`config.mk`:
```
export PLATFORM = sky130hd
export DESIGN_NAME = prefetch_issue_queue
export DESIGN_NICKNAME = d
export VERILOG_FILES = /design/src/rtl/prefetch_issue_queue_pkg.sv /design/src/rtl/prefetch_issue_queue_filter.sv /design/src/rtl/prefetch_issue_queue.sv
export SDC_FILE = /design/constraint.sdc
export NUM_CORES = 1
export LEC_CHECK = 0
export ABC_AREA = 1
export ABC_CLOCK_PERIOD_IN_PS = 7100
export CORE_MARGIN = 2
export CORE_UTILIZATION = 35
export CTS_CLUSTER_DIAMETER = 100
export DETAILED_ROUTE_END_ITERATION = 10
export PLACE_DENSITY = 0.53
export RECOVER_POWER = 50
export SYNTH_ARGS = -nofsm -noshare
export SYNTH_HDL_FRONTEND = slang
export SYNTH_SLANG_ARGS = --single-unit
```
`constraint.sdc`:
```
create_clock -name clk_i -period 7.1 [get_ports clk_i]
set_input_delay 1.065 -clock clk_i [delete_from_list [all_inputs] [get_ports clk_i]]
set_output_delay 1.065 -clock clk_i [all_outputs]
set_load 0.01 [all_outputs]
```
`src/rtl/prefetch_issue_queue_pkg.sv`:
```
// Shared types and helpers for the prefetch issue queue slice.
// Line geometry is fixed here; the queue entry carries a live bit so that
// demand-squashed entries can be skipped without compacting the FIFO.
package prefetch_pkg;

    localparam int unsigned PFQ_ADDR_WIDTH = 32;
    localparam int unsigned PFQ_LINE_BYTES = 64;
    localparam int unsigned OFFSET_BITS    = $clog2(PFQ_LINE_BYTES);
    localparam int unsigned LINE_WIDTH     = PFQ_ADDR_WIDTH - OFFSET_BITS;

    typedef logic [LINE_WIDTH-1:0] line_addr_t;

    typedef struct packed {
        logic       live;
        line_addr_t line_addr;
    } pfq_entry_t;

    function automatic line_addr_t line_of(input logic [PFQ_ADDR_WIDTH-1:0] addr);
        return addr[PFQ_ADDR_WIDTH-1:OFFSET_BITS];
    endfunction

endpackage

```
`src/rtl/prefetch_issue_queue_filter.sv`:
```
// Recently-issued line filter: small CAM of line addresses with a valid bit
// per entry. New lines overwrite the oldest slot via a circular pointer;
// entries only disappear through overwrite or flush.
module pfq_recent_filter
    import prefetch_pkg::*;
#(
    parameter int unsigned FILTER_ENTRIES = 8
) (
    input  logic       clk_i,
    input  logic       rst_ni,
    input  logic       flush_i,
    input  logic       insert_i,
    input  line_addr_t insert_line_i,
    input  line_addr_t lookup_line_i,
    output logic       hit_o
);

    localparam int unsigned PTR_W = (FILTER_ENTRIES > 1) ? $clog2(FILTER_ENTRIES) : 1;

    logic [FILTER_ENTRIES-1:0] valid_q;
    line_addr_t                line_q [FILTER_ENTRIES];
    logic [PTR_W-1:0]          ptr_q;

    // Associative lookup across every valid slot.
    always_comb begin
        hit_o = 1'b0;
        for (int unsigned i = 0; i < FILTER_ENTRIES; i++) begin
            if (valid_q[i] && (line_q[i] == lookup_line_i)) begin
                hit_o = 1'b1;
            end
        end
    end

    // Insert at the replacement pointer, wrapping modulo FILTER_ENTRIES; flush clears all.
    always_ff @(posedge clk_i) begin
        if (!rst_ni || flush_i) begin
            valid_q <= '0;
            ptr_q   <= '0;
            for (int unsigned i = 0; i < FILTER_ENTRIES; i++) begin
                line_q[i] <= '0;
            end
        end else if (insert_i) begin
            valid_q[ptr_q] <= 1'b1;
            line_q[ptr_q]  <= insert_line_i;
            ptr_q          <= (ptr_q == PTR_W'(FILTER_ENTRIES - 1)) ? '0 : ptr_q + PTR_W'(1);
        end
    end

endmodule

```
`src/rtl/prefetch_issue_queue.sv`:
```
// Prefetch issue queue: buffers line-aligned prefetch addresses, drops
// duplicates against queued and recently issued lines, and issues them to
// L2 over valid/ready. Upstream is never back-pressured; rejected requests
// pulse pf_drop_o one cycle later.
// Optional feature macro: PFQ_DEMAND_SQUASH_EN (demand misses kill matching
// non-head queue entries).
module prefetch_issue_queue
    import prefetch_pkg::*;
#(
    parameter int unsigned ADDR_WIDTH       = PFQ_ADDR_WIDTH,
    parameter int unsigned CACHE_LINE_BYTES = PFQ_LINE_BYTES,
    parameter int unsigned QUEUE_DEPTH      = 4,
    parameter int unsigned FILTER_ENTRIES   = 8
) (
    input  logic                           clk_i,
    input  logic                           rst_ni,
    input  logic                           pf_req_valid_i,
    output logic                           pf_req_ready_o,
    input  logic [ADDR_WIDTH-1:0]          pf_req_addr_i,
    input  logic                           demand_valid_i,
    input  logic [ADDR_WIDTH-1:0]          demand_addr_i,
    input  logic                           flush_i,
    output logic                           mem_req_valid_o,
    input  logic                           mem_req_ready_i,
    output logic [ADDR_WIDTH-1:0]          mem_req_addr_o,
    output logic                           pf_drop_o,
    output logic [$clog2(QUEUE_DEPTH):0]   queue_count_o
);

    localparam int unsigned OFF_W = $clog2(CACHE_LINE_BYTES);
    localparam int unsigned IDX_W = $clog2(QUEUE_DEPTH);
    localparam int unsigned PTR_W = IDX_W + 1;

    pfq_entry_t               q_mem [QUEUE_DEPTH];
    logic [PTR_W-1:0]         wr_ptr_q, rd_ptr_q, count;
    logic [IDX_W-1:0]         rd_idx, wr_idx;
    logic [QUEUE_DEPTH-1:0]   occ, q_match, squash_mask;
    pfq_entry_t               head;
    line_addr_t               pf_line;
    logic                     empty, full, pop, handshake;
    logic                     filter_hit, squash_hit, drop, push;
    logic                     pf_drop_q;

    assign pf_line   = line_of(pf_req_addr_i);
    assign rd_idx    = rd_ptr_q[IDX_W-1:0];
    assign wr_idx    = wr_ptr_q[IDX_W-1:0];
    assign count     = wr_ptr_q - rd_ptr_q;
    assign empty     = (count == '0);
    assign full      = (count == PTR_W'(QUEUE_DEPTH));
    assign head      = q_mem[rd_idx];

    assign mem_req_valid_o = !empty && head.live;
    assign mem_req_addr_o  = {head.line_addr, {OFF_W{1'b0}}};
    assign handshake       = mem_req_valid_o && mem_req_ready_i;
    // Dead heads retire on their own; live heads need the L2 handshake.
    assign pop             = !empty && (!head.live || mem_req_ready_i);

    assign pf_req_ready_o  = rst_ni;
    assign pf_drop_o       = pf_drop_q;
    assign queue_count_o   = count;

    // Occupancy per slot (distance from head below count) and duplicate match against the request.
    always_comb begin
        logic [IDX_W-1:0] offs;
        offs    = '0;
        occ     = '0;
        q_match = '0;
        for (int unsigned i = 0; i < QUEUE_DEPTH; i++) begin
            offs       = IDX_W'(i) - rd_idx;
            occ[i]     = ({1'b0, offs} < count);
            q_match[i] = occ[i] && (q_mem[i].line_addr == pf_line);
        end
    end

`ifdef PFQ_DEMAND_SQUASH_EN
    line_addr_t demand_line;
    assign demand_line = line_of(demand_addr_i);
    assign squash_hit  = demand_valid_i && (demand_line == pf_line);

    // Mark occupied non-head entries matching the demand line; the head may be mid-handshake.
    always_comb begin
        squash_mask = '0;
        for (int unsigned i = 0; i < QUEUE_DEPTH; i++) begin
            squash_mask[i] = demand_valid_i && occ[i] && (IDX_W'(i) != rd_idx)
                             && (q_mem[i].line_addr == demand_line);
        end
    end
`else
    logic unused_demand;
    assign unused_demand = ^{demand_valid_i, demand_addr_i};
    assign squash_hit    = 1'b0;
    assign squash_mask   = '0;
`endif

    assign drop = pf_req_valid_i && ((|q_match) || filter_hit || (full && !pop) || flush_i || squash_hit);
    assign push = pf_req_valid_i && !drop;

    // FIFO storage and pointers; flush zeroes pointers while a same-cycle handshake still completes downstream.
    always_ff @(posedge clk_i) begin
        if (!rst_ni) begin
            wr_ptr_q <= '0;
            rd_ptr_q <= '0;
            for (int unsigned i = 0; i < QUEUE_DEPTH; i++) begin
                q_mem[i] <= '0;
            end
        end else if (flush_i) begin
            wr_ptr_q <= '0;
            rd_ptr_q <= '0;
        end else begin
            for (int unsigned i = 0; i < QUEUE_DEPTH; i++) begin
                if (squash_mask[i]) begin
                    q_mem[i].live <= 1'b0;
                end
            end
            if (push) begin
                q_mem[wr_idx] <= '{live: 1'b1, line_addr: pf_line};
                wr_ptr_q      <= wr_ptr_q + PTR_W'(1);
            end
            if (pop) begin
                rd_ptr_q <= rd_ptr_q + PTR_W'(1);
            end
        end
    end

    // Registered drop pulse, one cycle after the rejected request.
    always_ff @(posedge clk_i) begin
        if (!rst_ni) begin
            pf_drop_q <= 1'b0;
        end else begin
            pf_drop_q <= drop;
        end
    end

    pfq_recent_filter #(
        .FILTER_ENTRIES (FILTER_ENTRIES)
    ) u_filter (
        .clk_i          (clk_i),
        .rst_ni         (rst_ni),
        .flush_i        (flush_i),
        .insert_i       (handshake),
        .insert_line_i  (head.line_addr),
        .lookup_line_i  (pf_line),
        .hit_o          (filter_hit)
    );

endmodule

```
; Word-level counts from Yosys, hierarchy flattened
; Memories as Yosys holds them, arrays and structs flattened. A register that Yosys moved wholly into a read port is not among the register bits.
; Index checks and enable logic that the tools add are counted.
[word_totals]
ff_bits = 18
ram_bits = 316
output_inout_bits = 38
word_cells = 100
memories = 2
[classes]
add_sub_neg = 8
order_cmp = 6
n_eq_ne = 14
mux = 29
n_bitwise = 2
n_reduce_logical = 34
[memory_table]
columns = memory, depth, word_bits, read_ports, rd_clocked_by_memory_dff, write_ports, line_no
row1 = u_filter.line_q, 8, 26, 8, 0, 8, prefetch_issue_queue_filter.sv:21  ; line_addr_t line_q [FILTER_ENTRIES];
row2 = q_mem, 4, 27, 5, 1, 4, prefetch_issue_queue.sv:34  ; pfq_entry_t q_mem [QUEUE_DEPTH];
[ops]
columns = operator, n
row1 = 26-bit equality test, 12
row2 = 27-bit 2-to-1 mux, 1
row3 = 27-bit OR reduction, 1
row4 = 26-bit 2-to-1 mux, 1
row5 = 26-bit OR reduction, 1
row6 = 1-bit 2-to-1 mux, 21
row7 = 1-bit logical AND, 19
row8 = 2-bit by 3-bit less-than comparator with 1-bit output, 4
row9 = "3-bit by 1-bit adder with 3-bit output, second input constant", 3
row10 = 8-bit bitwise OR, 1
row11 = "3-bit equality test, second input constant", 2
row12 = 2-bit 2-to-1 mux, 3
row13 = 3-bit 2-to-1 mux, 2
row14 = 1-bit zero test, 5
row15 = 1-bit logical OR, 5
row16 = "3-bit by 4-bit less-than comparator with 1-bit output, second input constant", 1
row17 = 4-bit OR reduction, 1
row18 = "1-bit by 2-bit subtractor with 2-bit output, first input constant", 2
row19 = "2-bit subtractor, first input constant", 2
row20 = 1-bit demux with 3-bit select, 1
row21 = "3-bit by 1-bit >= comparator with 1-bit output, second input constant", 1
row22 = 3-bit zero test, 1
row23 = 3-bit subtractor, 1
row24 = 2-bit OR reduction, 1
row25 = 1-bit NOT, 1

; Logic depth before layout (Yosys ltp)
; An unclocked memory read counts as a cell.
[depth]
depth_word = 23
ltp_mapped = 20
mapped_depth_nobuf = 19

; Cells and area by module
; Synthesis repeated with hierarchy kept, for this count alone.
[unflattened]
hier_cells = 2153
area_unflattened_um2 = 18366.4
[modules_own_cells]
columns = module, n_inst, cells_each, area_each_um2, seq_area_each_um2
row1 = pfq_recent_filter, 1, 1305, 11369.7, 6466.2
row2 = prefetch_issue_queue, 1, 848, 6996.7, 3423.3

; Worst setup path before layout
; OpenSTA, ideal clock, no wires.
[synth_path]
path_kind = reg-to-reg
startpoint = register wr_ptr_q[0]
endpoint = memory q_mem[3][0] in the netlist's numbering, enable pin
setup_ps = 420
t_arrival_ps = 3859
required_time_ps = 6680
slack_ps = 2820
stages_incl_launch_ff = 18
n_path_buf = 0
period_less_slack_ps = 4280
path_cell_list = dfxtp_1 inv_1 ha_1 inv_1 fa_1 inv_1 ha_1 inv_1 nor2_1 o21ai_0 nand4_1 nor2_1 nor2_2 inv_2 nor2_8 nand2_4 nor2_8 a21oi_1
[synth_rtl]
columns = item, line_no
row1 = start: declaration, prefetch_issue_queue.sv:35  ; logic [PTR_W-1:0] wr_ptr_q, rd_ptr_q, count;
row2 = start signal: assignment, prefetch_issue_queue.sv:117  ; wr_ptr_q <= wr_ptr_q + PTR_W'(1);
row3 = end: declaration, prefetch_issue_queue.sv:34

==> summary.md <==
| Metric | Value |
|---|---|
| Critical path peak fanout | `28` |
| Met1 capacity usage during global routing | `0.3039` |
| Final core utilization | `0.4029` |
| Die width | `233.0 µm` |
| Count of state elements after synthesis | `336` |
| Commonest cells in the synthesized netlist | `653 x nand2_1, 501 x nor2_1, 316 x edfxtp_1` |
| Vias in the first global route | `14050` |
| Worst supply voltage drop on vdd | `0.1780 mV` |
| TNS Setup | `0 ps` |
| Synth unique cells | `38` |
| ANT nets after route | `0` |
| Relative slew slack | `-0.1925` |
| Final net count | `2357` |
| DRC violation total after the first TritonRoute iteration | `1359` |
| Cell with the most instances after synthesis | `nand2_1` |
| Status | `finished with violations` |
| Number of iterations in the first detailed-routing pass | `5` |
| I/O pin count | `between 100 and 150` |
| Slew at the pin closest to its max-slew limit | `1789 ps` |
| # resized after CTS | `0` |
| Most area-consuming cells after synthesis | `edfxtp_1 52%, nand2_1 13%, nor2_1 10%` |
| Pins Over Slew Limit | `between 80 and 90` |
| Leak Pwr | `8.800 nW` |
| Wire length of the first global-routing pass | `91140 µm` |
| Count of flip-flops with a built-in enable after synthesis | `around 320` |
| Yosys warning count | `0` |
| Average cell area after synthesis | `8.288 µm²` |
| Register area share after synthesis | `0.5387` |
| Filler cell count | `5187` |
| Starting utilization of the core area | `0.3557` |
| Violated checks | `capacitance limit, slew limit` |
| Core box area | `around 52000 µm²` |
| Most used routing layer | `met2` |
| TritonCTS clock tree | `built` |
| Final HPWL DP | `approximately 44000 µm` |
| Met2 global-route usage | `0.3956` |
| Fin crit period | `around 5900 ps` |
| Count of inserted antenna diode cells | `0` |
| Number of buffers between clock root and the deepest sink | `3` |
| Total wirelength of the detailed-routed design | `63160 µm` |
| Die Y | `233.0 µm` |
| Drc violations | `0` |
| Maximum number of pins on one net before global-route repair | `72` |
| Power per cell area | `approximately 270 nW/µm²` |
| Number of core rows | `83` |
| Number of buffers inserted by hold repair at cts | `0` |
| Worst-path clk slew | `around 60 ps` |
| Final critical-path share of the clock period | `0.8319` |
| Count of final hold-check violations | `0` |
| Final clock skew | `~27 ps` |
| Routability-driven placement congestion ratio | `between 0.9 and 1` |
| Vias per cell | `5.005` |
| Latest clock arrival within the worst-skew pair | `560 ps` |
| Hold crit path type | `reg -> reg` |
| CTS HTree Levels | `2` |
| TritonCTS Buffers | `39` |
| Nature of the critical path endpoint | `flip-flop` |
| Setup repair after global routing missed its margin | `false` |
| WL/cell | `21.16 µm` |
| Layout overhead on the synthesized area | `13.28%` |
| Crit-path leading delay family | `buffers and inverters` |
| Required time of the critical path | `7230 ps` |
| Critical-path cell list | `dlygate4sd3_1 > nand2_1 > clkinv_1 > clkbuf_1 > nand2_1 > nor2_1 > nand2_1 > clkbuf_1 > nand2_1 > clkbuf_1` |
| GRT Overall Usage | `0.2332` |
| Clk sinks | `~340` |
| Synth async-reset ratio | `0` |
| Max Cap Viol | `4` |
| Cell type contributing the most total cell area after synthesis | `edfxtp_1` |
| Via count | `14940` |
| Number of input and output port buffers inserted | `just over 60` |
| Number of buffer and inverter stages on the critical path | `5` |
| Number of setup violations in the final report | `0` |
| GR Util met3 | `0.03811` |
| Share of final-layout standard cells stronger than drive strength 1 | `0.05900` |
| Type of element launching the critical path | `primary input` |
| Post-synthesis instance total | `2215` |
| Area share of the largest cell type after synthesis | `0.5169` |
| Maximum operating frequency | `169.3 MHz` |
| Area of the die | `54300 µm²` |
| Slowest cell delay on critical path | `around 1300 ps` |
| Synth Flop Type | `edfxtp_1` |
| Cell with the largest stage delay on the worst path | `clkbuf_1` |
| Number of antenna violations at the first check in global routing | `0` |
| Type of the setup path with the least slack | `in -> reg` |
| Signal arrival time at the worst endpoint | `about 6000 ps` |
| Most frequent cell on the critical path | `nand2_1` |
| Global route overflow | `0` |
| Number of buffers added for setup after CTS | `0` |
| Root buf cell | `clkbuf_16` |
| Cell area after technology mapping | `18360 µm²` |
## power by group
part / internal (W) / switching [W]
sequential: 0.00227 / 0.0000572
clock: 0.00109 / 0.000841
combinational: 0.000348 / 0.000949
total: 0.00371 / 0.00185
## area by class of cell
type,count,area (µm²),share of cell area
inverters,283,1067,0.05132
flip-flops and latches,336,9891,0.4756
repair buffers,108,932.1,0.04483
multi-input cells,1508,6868,0.3303
well taps,680,850.8,0.04091
clock inverters,14,73.82,0.003550
clock buffers,56,1112,0.05349
## cells by family after synthesis
group | synth area share
other | 0.0002043
adder cells (fa/ha/maj) | 0.007906
XOR/XNOR | 0.06011
AND/OR/NAND/NOR | 0.2661
flip-flops | 0.5387
buffers and inverters | 0.08751
AO/OA/AOI/OAI | 0.03946
## registers in the layout (all words and copies together) (netlist names), named ones only
register and flops:
u_filter.ptr_q 3, q_mem 108, u_filter.line_q 208, pf_drop_o 1
wr_ptr_q 3, rd_ptr_q 3, u_filter.valid_q 8
## routing by layer
metal | share of wire | vias to the layer above
met5 | 0 | -
met4 | 0.032 | 0
met3 | 0.066 | 91
met2 | 0.48 | 518
met1 | 0.42 | 7310
li1 | - | 7020
## cell usage in the layout (no fill, tap or decap), types with 2 or more instances in the layout
cell / n
a21oi_1: 41
a32oi_1: 26
buf_4: 37
clkbuf_1: 21
clkbuf_16: 41
clkbuf_8: 3
clkdlybuf4s50_1: 30
clkinv_1: 8
clkinv_2: 5
clkinv_4: 2
conb_1: 6
dfxtp_1: 19
dlygate4sd3_1: 32
edfxtp_1: 316
ha_1: 10
inv_1: 258
inv_2: 21
inv_4: 2
nand2_1: 654
nand2_4: 3
nand3_1: 36
nand4_1: 17
nor2_1: 502
nor2_2: 6
nor3_1: 5
o21ai_0: 40
o21ai_1: 12
o22ai_1: 3
or2_0: 2
or2_2: 11
xnor2_1: 104
xor2_1: 22
## stage by stage
step | cell area, µm² | power, W | cells | hold WS [ps] | worst slack (ps)
finish | 20790 | 0.005553 | 2985 | 462.2 | 1193
global placement | 19670 | 0.003685 | 2915 | 443.6 | 1152
global route | 20790 | 0.005767 | 2985 | 486.0 | 838.3
CTS | 20850 | 0.005612 | 2985 | 470.3 | 1755
detailed placement | 19670 | 0.003692 | 2915 | 460.1 | 1162
floorplan | 18380 | 0.003046 | 2220 | 427.5 | 2820
## worst paths after layout
path | slack [ps] | endpoint | cells after the start | from
setup / recovery | 1190 | u_filter.line_q[6][14] | 10 | rst_ni
hold / removal | 460 | u_filter.valid_q[3] | 2 | u_filter.valid_q[3]
setup reg to reg | 1990 | u_filter.line_q[6][14] | 15 | wr_ptr_q[0]
hold reg to reg | 460 | u_filter.valid_q[3] | 2 | u_filter.valid_q[3]
## tightest hold or removal path, delay by kind of cell, from the launching register on
| kind | cells | cell delay, ps |
|---|---|---|
| simple gates | 2 | 110 |
| flops | 1 | 310 |
Note: power is estimated with default switching activity, not from simulation.
